===== config.mk =====
export PLATFORM = sky130hd
export DESIGN_NAME = fpu_result_packer_flat
export DESIGN_NICKNAME = d
export VERILOG_FILES = /design/src/rtl/fpu_result_packer_if.sv /design/src/rtl/fpu_result_packer.sv /design/src/flat_wrapper.sv
export SDC_FILE = /design/constraint.sdc
export NUM_CORES = 1
export LEC_CHECK = 0
export CELL_PAD_IN_SITES_DETAIL_PLACEMENT = 1
export CELL_PAD_IN_SITES_GLOBAL_PLACEMENT = 1
export CORE_ASPECT_RATIO = 0.7
export CORE_MARGIN = 4
export CORE_UTILIZATION = 30
export DETAILED_ROUTE_END_ITERATION = 7
export PLACE_DENSITY = 0.72
export SETUP_SLACK_MARGIN = 0.1
export SLEW_MARGIN = 10
export SYNTH_ARGS = -nofsm -noshare
export SYNTH_HDL_FRONTEND = slang
export SYNTH_SLANG_ARGS = --single-unit
export TNS_END_PERCENT = 100

===== constraint.sdc =====
create_clock -name clk -period 32.3 [get_ports clk]
set_input_delay 9.69 -clock clk [delete_from_list [all_inputs] [get_ports clk]]
set_output_delay 9.69 -clock clk [all_outputs]
set_load 0.005 [all_outputs]

===== src/rtl/fpu_result_packer_if.sv =====
// rtl/fpu_result_packer_if.sv - result stream in, HBM single-beat write request out
interface fpu_result_packer_if #(
    parameter int DATA_WIDTH = 32,
    parameter int LINE_WIDTH = 512
);
    logic                  in_valid;
    logic [DATA_WIDTH-1:0] in_result;
    logic                  in_exception;
    logic                  in_ready;
    logic                  flush;
    logic                  hbm_req_valid;
    logic                  hbm_req_ready;
    logic [31:0]           hbm_addr;
    logic                  hbm_wr_en;
    logic [LINE_WIDTH-1:0] hbm_wr_data;

    // Environment side: FPU result producer plus HBM responder
    modport master (
        output in_valid, in_result, in_exception, flush, hbm_req_ready,
        input  in_ready, hbm_req_valid, hbm_addr, hbm_wr_en, hbm_wr_data
    );

    // Packer side
    modport slave (
        input  in_valid, in_result, in_exception, flush, hbm_req_ready,
        output in_ready, hbm_req_valid, hbm_addr, hbm_wr_en, hbm_wr_data
    );
endinterface


===== src/rtl/fpu_result_packer.sv =====
// rtl/fpu_result_packer.sv - packs 32-bit FPU results into 512-bit HBM line writes
module fpu_result_packer #(
    parameter int          DATA_WIDTH  = 32,
    parameter int          LINE_WIDTH  = 512,
    parameter logic [31:0] BASE_ADDR   = 32'h0000_0000,
    parameter int          NUM_LINES   = 256,
    parameter logic [31:0] NAN_PATTERN = 32'h7FC0_0000
) (
    input  logic                clk,
    input  logic                rst,
    fpu_result_packer_if.slave  bus,
    output logic [15:0]         lines_written,
    output logic [15:0]         exc_count,
    output logic                busy
);
    localparam int LANES  = LINE_WIDTH / DATA_WIDTH;
    localparam int LANE_W = (LANES > 1) ? $clog2(LANES) : 1;
    localparam int IDX_W  = (NUM_LINES > 1) ? $clog2(NUM_LINES) : 1;
    localparam logic [31:0]     LINE_BYTES = 32'(LINE_WIDTH / 8);
    localparam logic [LANE_W-1:0] LAST_LANE = LANE_W'(LANES - 1);

    typedef enum logic {FILL, ISSUE} state_t;

    state_t                state;
    logic [LANE_W-1:0]     lane_cnt;
    logic [LINE_WIDTH-1:0] line_q;
    logic [IDX_W-1:0]      line_idx;
    logic                  in_ready_q;
    logic                  req_valid_q;
    logic                  accept;
    logic                  go_issue;
    logic [DATA_WIDTH-1:0] word;

    // Exception words are replaced by a quiet NaN so the line never carries garbage
    always_comb begin
        accept   = bus.in_valid && in_ready_q;
        word     = bus.in_exception ? NAN_PATTERN[DATA_WIDTH-1:0] : bus.in_result;
        go_issue = (accept && (lane_cnt == LAST_LANE)) ||
                   (bus.flush && ((lane_cnt != '0) || accept));
    end

    // Packing FSM; request valid and ready come straight from registers so
    // hbm_req_valid has no combinational path from hbm_req_ready
    always_ff @(posedge clk or posedge rst) begin
        if (rst) begin
            state         <= FILL;
            lane_cnt      <= '0;
            line_q        <= '0;
            line_idx      <= '0;
            lines_written <= '0;
            exc_count     <= '0;
            in_ready_q    <= 1'b1;
            req_valid_q   <= 1'b0;
        end else begin
            case (state)
                FILL: begin
                    if (accept) begin
                        line_q[DATA_WIDTH*lane_cnt +: DATA_WIDTH] <= word;
                        lane_cnt <= lane_cnt + LANE_W'(1);
                        if (bus.in_exception && (exc_count != 16'hFFFF)) begin
                            exc_count <= exc_count + 16'd1;
                        end
                    end
                    if (go_issue) begin
                        state       <= ISSUE;
                        in_ready_q  <= 1'b0;
                        req_valid_q <= 1'b1;
                    end
                end
                ISSUE: begin
                    // flush is deliberately ignored here; the line is already closed
                    if (bus.hbm_req_ready) begin
                        state         <= FILL;
                        line_q        <= '0;
                        lane_cnt      <= '0;
                        line_idx      <= line_idx + IDX_W'(1);
                        lines_written <= lines_written + 16'd1;
                        in_ready_q    <= 1'b1;
                        req_valid_q   <= 1'b0;
                    end
                end
                default: begin
                    state       <= FILL;
                    in_ready_q  <= 1'b1;
                    req_valid_q <= 1'b0;
                end
            endcase
        end
    end

    // Line address and status are pure functions of registered state
    always_comb begin
        bus.in_ready      = in_ready_q;
        bus.hbm_req_valid = req_valid_q;
        bus.hbm_wr_en     = req_valid_q;
        bus.hbm_wr_data   = line_q;
        bus.hbm_addr      = BASE_ADDR + 32'(line_idx) * LINE_BYTES;
        busy              = (lane_cnt != '0) || (state == ISSUE);
    end
endmodule


===== src/flat_wrapper.sv =====
// flat-port wrapper written by rule: the top's interface ports become plain ports
module fpu_result_packer_flat 
#(
    parameter int          DATA_WIDTH  = 32,
    parameter int          LINE_WIDTH  = 512,
    parameter logic [31:0] BASE_ADDR   = 32'h0000_0000,
    parameter int          NUM_LINES   = 256,
    parameter logic [31:0] NAN_PATTERN = 32'h7FC0_0000
)
  (clk, rst, lines_written, exc_count, busy, bus_in_valid, bus_in_result, bus_in_exception, bus_flush, bus_hbm_req_ready, bus_in_ready, bus_hbm_req_valid, bus_hbm_addr, bus_hbm_wr_en, bus_hbm_wr_data);
  fpu_result_packer_if #(.DATA_WIDTH(DATA_WIDTH), .LINE_WIDTH(LINE_WIDTH)) bus_i ();
  input  logic clk;
  input  logic rst;
  output logic [15:0] lines_written;
  output logic [15:0] exc_count;
  output logic busy;
  input wire logic [$bits(bus_i.in_valid)-1:0] bus_in_valid;
  input wire logic [$bits(bus_i.in_result)-1:0] bus_in_result;
  input wire logic [$bits(bus_i.in_exception)-1:0] bus_in_exception;
  input wire logic [$bits(bus_i.flush)-1:0] bus_flush;
  input wire logic [$bits(bus_i.hbm_req_ready)-1:0] bus_hbm_req_ready;
  output wire logic [$bits(bus_i.in_ready)-1:0] bus_in_ready;
  output wire logic [$bits(bus_i.hbm_req_valid)-1:0] bus_hbm_req_valid;
  output wire logic [$bits(bus_i.hbm_addr)-1:0] bus_hbm_addr;
  output wire logic [$bits(bus_i.hbm_wr_en)-1:0] bus_hbm_wr_en;
  output wire logic [$bits(bus_i.hbm_wr_data)-1:0] bus_hbm_wr_data;
  assign bus_i.in_valid = bus_in_valid;
  assign bus_i.in_result = bus_in_result;
  assign bus_i.in_exception = bus_in_exception;
  assign bus_i.flush = bus_flush;
  assign bus_i.hbm_req_ready = bus_hbm_req_ready;
  assign bus_in_ready = bus_i.in_ready;
  assign bus_hbm_req_valid = bus_i.hbm_req_valid;
  assign bus_hbm_addr = bus_i.hbm_addr;
  assign bus_hbm_wr_en = bus_i.hbm_wr_en;
  assign bus_hbm_wr_data = bus_i.hbm_wr_data;
  fpu_result_packer #(.DATA_WIDTH(DATA_WIDTH), .LINE_WIDTH(LINE_WIDTH), .BASE_ADDR(BASE_ADDR), .NUM_LINES(NUM_LINES), .NAN_PATTERN(NAN_PATTERN)) u_core (.clk(clk), .rst(rst), .bus(bus_i), .lines_written(lines_written), .exc_count(exc_count), .busy(busy));
endmodule

==> flow_summary.json, run 1 <==
{
  "max_freq_mhz": 80.4,
  "required_ps": 22610,
  "overflow": 0,
  "criticalPathCategory": "reg2out",
  "r2r_slack_ps": 28650,
  "drc_errors": 0,
  "leakage_nw": 13.0,
  "cts_made_buffers": 56,
  "place_ws_ps": 19300,
  "min_path_type": "reg2reg",
  "reg2regPathDepth": 7,
  "grt_util_all_layers_pct": 23.5,
  "gp_congestion": 0.833,
  "ios": 618,
  "finalClockSkew_ps": 24.1,
  "synth_area_per_cell_um2": 12.4,
  "nNetsFinal": 2337,
  "setup_ws_ps": 19860,
  "netlist_area_um2": 21800,
  "synth-edff-count": 0,
  "core_um2": 71800,
  "clock_sinks": 559,
  "status": "finished clean",
  "hold_start": "u_core.line_idx[7]",
  "num_rows": 82,
  "r2r_start": "u_core.lane_cnt[0]",
  "synth_cells": 1766,
  "drive_gt1_share_pct": 7.50,
  "relSlewSlack_pct": 12.5,
  "vias": 17700,
  "drtIter0Drc": 1346,
  "cp-start-kind": "flop",
  "tns_ps": 0,
  "area_growth_pct": 39.9,
  "hold_violations": 0,
  "grt_max_degree": 138,
  "clk_latency_ps": 610,
  "hold_end": "u_core.line_idx[7]",
  "worst_ep_arrival_time_ps": 2750,
  "dr.pass1.iters": 7,
  "grt_pass1_vias": 18899,
  "die_h_um": 234,
  "port_buffers": 593,
  "clk_path_buf_depth": 3,
  "r2r-end": "u_core.bus.hbm_wr_data[510]",
  "wl_per_cell_um": 28.3,
  "synth.distinct_cells": 61,
  "die_area_um2": 77200,
  "antenna_found_initial": 5,
  "num-fill-cells": 7559,
  "finalSetupViolCount": 0,
  "crit_fanout": 10,
  "seq_area_frac_synth_pct": 64.1,
  "finalCritPeriodShare_pct": 38.5,
  "antenna_left": 0,
  "worstMarginPinSlew_ps": 1310,
  "place_hpwl_um": 64300,
  "ys_warn_count": 0,
  "ys_ff_latch": 559,
  "initial_core_util_pct": 30.4,
  "powerDensity_nw_per_um2": 56.1,
  "viasPerCell": 5.35,
  "cts.repair.resized": 0,
  "cts_tree": "built",
  "rsz0062_at_grt": "no",
  "synthFlopType": "dfrtp_1",
  "path_clk_slew_ps": 60,
  "cts_hold_buf": 0,
  "worstSetupEndpointType": "output pin",
  "routed_wl_um": 93700,
  "grt_first_pass_wirelength_um": 135000,
  "drv_cap": 0,
  "ir_drop_mv": 0.0287,
  "cts_setup_buffers": 0,
  "synthArstFlopShare_pct": 100,
  "min_period_ps": 12440,
  "cts_root_buf": "clkbuf_16",
  "die_x_um": 330,
  "htreeDepth": 2,
  "slew_violations": 0,
  "hold_depth": 1
}
## cell type report
type	count	area [µm²]	share of cell area, %
multi-input cells	1017	7080	23.2
diodes	6	15.0	0.0492
flip-flops and latches	559	14000	45.8
inverters	24	97.6	0.320
clock buffers	83	1640	5.38
repair buffers	635	6270	20.5
well taps	966	1210	3.96
clock inverters	16	241	0.791
## metal layers
metal | vias up | share of wire, % | GRT usage [%]
li1 | 7446 | - | -
met1 | 9436 | 42 | 31.6
met2 | 677 | 47 | 38.2
met3 | 139 | 7.7 | 5.90
met4 | 2 | 2.4 | 6.40
met5 | - | 0.014 | 0
## worst max-delay path: stages (launching register included)
cell and delay, ps:
dfrtp_1 480, inv_1 150, ha_1 370, nor3b_4 510, nand2b_1 100, clkdlybuf4s50_1 530
## cell usage after synthesis (all sizes together) (2+ instances only)
cell type / instances / area share, %
o22ai: 128 / 3.7
a41oi: 4 / 0.23
nand3b: 2 / 0.13
dfrtp: 558 / 64
buf: 103 / 2.9
nand2: 238 / 4.1
and2: 7 / 0.21
a211oi: 2 / 0.11
and4: 4 / 0.16
or2: 3 / 0.086
nand4: 18 / 0.52
a2bb2o: 10 / 0.46
nor4: 9 / 0.29
a32o: 78 / 3.6
a21o: 2 / 0.069
mux2i: 53 / 2.4
ha: 6 / 0.34
nor3: 12 / 0.30
xor2: 12 / 0.48
a22o: 92 / 3.7
o21ai: 41 / 0.99
a2111oi: 2 / 0.19
inv: 24 / 0.41
a21oi: 13 / 0.37
nand4b: 3 / 0.12
nor3b: 2 / 0.12
xnor2: 23 / 0.92
and3: 10 / 0.29
o2bb2ai: 121 / 4.9
nand3: 23 / 0.53
nor2b: 23 / 0.66
nor2: 30 / 0.53
nand2b: 14 / 0.40
clkbuf: 86 / 1.5
## cells in the final DEF, fill, tap and decap left out, drive strengths merged, types with 30 or more instances in the layout
cell type      instances
a22o                  92
a32o                  78
buf                   43
clkbuf                83
clkdlybuf4s50        592
dfrtp                558
mux2i                 53
nand2                238
nor2                  30
o21ai                 41
o22ai                128
o2bb2ai              121
## registers in the layout, summed over array words and instances (netlist names)
name and count:
u_core.bus.hbm_wr_data 512, u_core.lines_written 16, u_core.exc_count 16, u_core.state 1
u_core.bus.hbm_req_valid 1, u_core.line_idx 8, u_core.lane_cnt 4, u_core.bus.in_ready 1
## kinds of logic (layout without fill, tap and decap cells)
logic type | count (synthesis) | count (layout) | share of synthesized area, %
DFF | 559 | 559 | 64.1
xor gates and xnor gates | 35 | 35 | 1.40
muxes | 54 | 54 | 2.48
and+or+nand+nor | 402 | 402 | 8.58
buffers and inverters | 213 | 758 | 4.78
other | 1 | 30 | 0.0172
AOI/OAI and AO/OA | 496 | 496 | 18.3
adders and majority gates | 6 | 6 | 0.344
## metrics by stage
stage / hold WS [ps] / total power, mW / instances / instance area [µm²] / utilization (%)
3_3_place_gp: 463 / 1.03 / 3200 / 28600 / 39.8
6_report: 471 / 1.71 / 3306 / 30500 / 42.5
5_1_grt: 503 / 1.78 / 3301 / 30500 / 42.5
4_1_cts: 479 / 1.73 / 3299 / 30500 / 42.5
3_5_place_dp: 471 / 1.04 / 3200 / 28600 / 39.8
2_1_floorplan: 465 / 0.898 / 1789 / 21900 / -
## power breakdown
part	internal [mW]	switching, mW
combinational	0.0873	0.184
sequential	0.725	0.0329
clock	0.399	0.285
total	1.21	0.503
## how the worst max path moves through the flow
stage	start	end	slack [ps]	depth (start not counted)
floorplan	rst	u_core.bus.hbm_req_valid	6980	1
CTS	u_core.lane_cnt[0]	busy	19790	5
detailed placement	rst	u_core.bus.hbm_wr_data[4]	19300	4
global placement	rst	u_core.lines_written[14]	19440	4
global route	rst	u_core.exc_count[6]	19670	4
finish	u_core.lane_cnt[0]	busy	19860	5
No activity file was read; power rests on OpenSTA's default activity.
==> inputs of run 2 (changes only) <==
PLACE_DENSITY = 0.75   (was 0.72)
clock period = 10.5 ns   (was 32.3 ns; I/O delays follow)
==> flow_summary.json, run 2 (same netlist as run 1, synthesis figures left out) <==
{
  "ir_drop_mv": 0.0907,
  "cp-start-kind": "flop",
  "cts.repair.resized": 0,
  "power_mw": 5.29,
  "largest_register_ff_count": 512,
  "antenna_found_initial": 8,
  "worstMarginPinSlew_ps": 1260,
  "gp_congestion": 0.834,
  "ios": 618,
  "layout_commonest_cell": "clkdlybuf4s50_1",
  "whs_ps": 462,
  "path_delay_family": "buffers and inverters",
  "grt_max_degree": 161,
  "vias": 17606,
  "tns_ps": 0,
  "leakage_nw": 13.0,
  "grt_util_all_layers_pct": 23.4,
  "slowest_delay_ps": 530,
  "htreeDepth": 2,
  "powerDensity_nw_per_um2": 173,
  "num_rows": 82,
  "placed_area_um2": 28600,
  "core_um2": 71800,
  "dp_cells": 3195,
  "grt_first_pass_wirelength_um": 135000,
  "die_area_um2": 77200,
  "path_clk_slew_ps": 60,
  "worst_ep_arrival_time_ps": 2780,
  "max_freq_mhz": 169,
  "clock_sinks": 559,
  "wl_per_cell_um": 28.2,
  "die_x_um": 330,
  "crit_fanout": 10,
  "final_area_um2": 30600,
  "area_growth_pct": 40.2,
  "slowest_stage": "clkdlybuf4s50_1",
  "clk_latency_ps": 610,
  "drtIter0Drc": 1530,
  "fin_util_pct": 42.6,
  "finalSetupViolCount": 0,
  "viasPerCell": 5.33,
  "die_h_um": 234,
  "place_hpwl_um": 64300,
  "worstSetupEndpointType": "output pin",
  "drv_cap": 0,
  "cts_setup_buffers": 0,
  "cts_hold_buf": 0,
  "cts_root_buf": "clkbuf_16",
  "grt_pass1_vias": 19250,
  "final_cell_mix": "clkdlybuf4s50_1 (592), dfrtp_1 (558), nand2_1 (237)",
  "finalCritPeriodShare_pct": 56.5,
  "cp_cell_sequence": "inv_1, ha_1, nor3b_4, nand2b_1, clkdlybuf4s50_1",
  "final_cells": 3302,
  "hold_violations": 0,
  "dr.pass1.iters": 5,
  "min_period_ps": 5930,
  "min_path_type": "reg2reg",
  "antenna_left": 0,
  "rsz0062_at_grt": "no",
  "cts_made_buffers": 55,
  "status": "finished clean",
  "setup_ws_ps": 4570,
  "finalClockSkew_ps": 19.6,
  "nNetsFinal": 2331,
  "overflow": 0,
  "routed_wl_um": 93000,
  "drc_errors": 0,
  "criticalPathCategory": "reg2out",
  "slew_violations": 0,
  "clk_path_buf_depth": 3,
  "relSlewSlack_pct": 15.7,
  "path_buf_inv": 2,
  "place_ws_ps": 4250,
  "drive_gt1_share_pct": 7.68,
  "port_buffers": 593,
  "required_ps": 7350,
  "initial_core_util_pct": 30.4,
  "cts_tree": "built"
}
## run 2: changes by cell type in the layout (fill, tap and decap cells not counted), sizes merged
cell / delta
buf: -5
clkinvlp: +4
clkbuf: -3
clkinv: +2
inv: -2
## run 2: worst paths after layout
check                                    startpoint                     endpoint  slack [ps]  cells past startpoint
max                              u_core.lane_cnt[0]                         busy        4570                      5
min                        u_core.lines_written[15]     u_core.lines_written[15]         460                      1
max reg2reg                      u_core.lane_cnt[0]  u_core.bus.hbm_wr_data[223]        6810                      6
min reg2reg                u_core.lines_written[15]     u_core.lines_written[15]         460                      1
max in group asynchronous                       rst  u_core.bus.hbm_wr_data[138]        5820                      4
min in group asynchronous                       rst  u_core.bus.hbm_wr_data[504]        2830                      2
## run 2: cell type report
cell class | instances | area, µm²
Antenna cell | 6 | 15.0
Timing Repair Buffer | 630 | 6270
Fill cell | 7531 | 41200
Clock buffer | 80 | 1670
Inverter | 24 | 93.8
Clock inverter | 20 | 277
Sequential cell | 559 | 14000
Multi-Input combinational cell | 1017 | 7080
Tap cell | 966 | 1210
## run 2: per-layer routing
metal / up-vias / routed length, µm / GRT usage (%)
li1: 7440 / - / -
met1: 9322 / 38700 / 30.3
met2: 692 / 44600 / 38.6
met3: 144 / 7270 / 6.20
met4: 8 / 2350 / 6.94
met5: - / 44 / 0
## run 2: power breakdown
group,internal [mW],switching [mW]
sequential,2.23,0.0967
combinational,0.269,0.564
clock,1.25,0.883
total,3.75,1.54
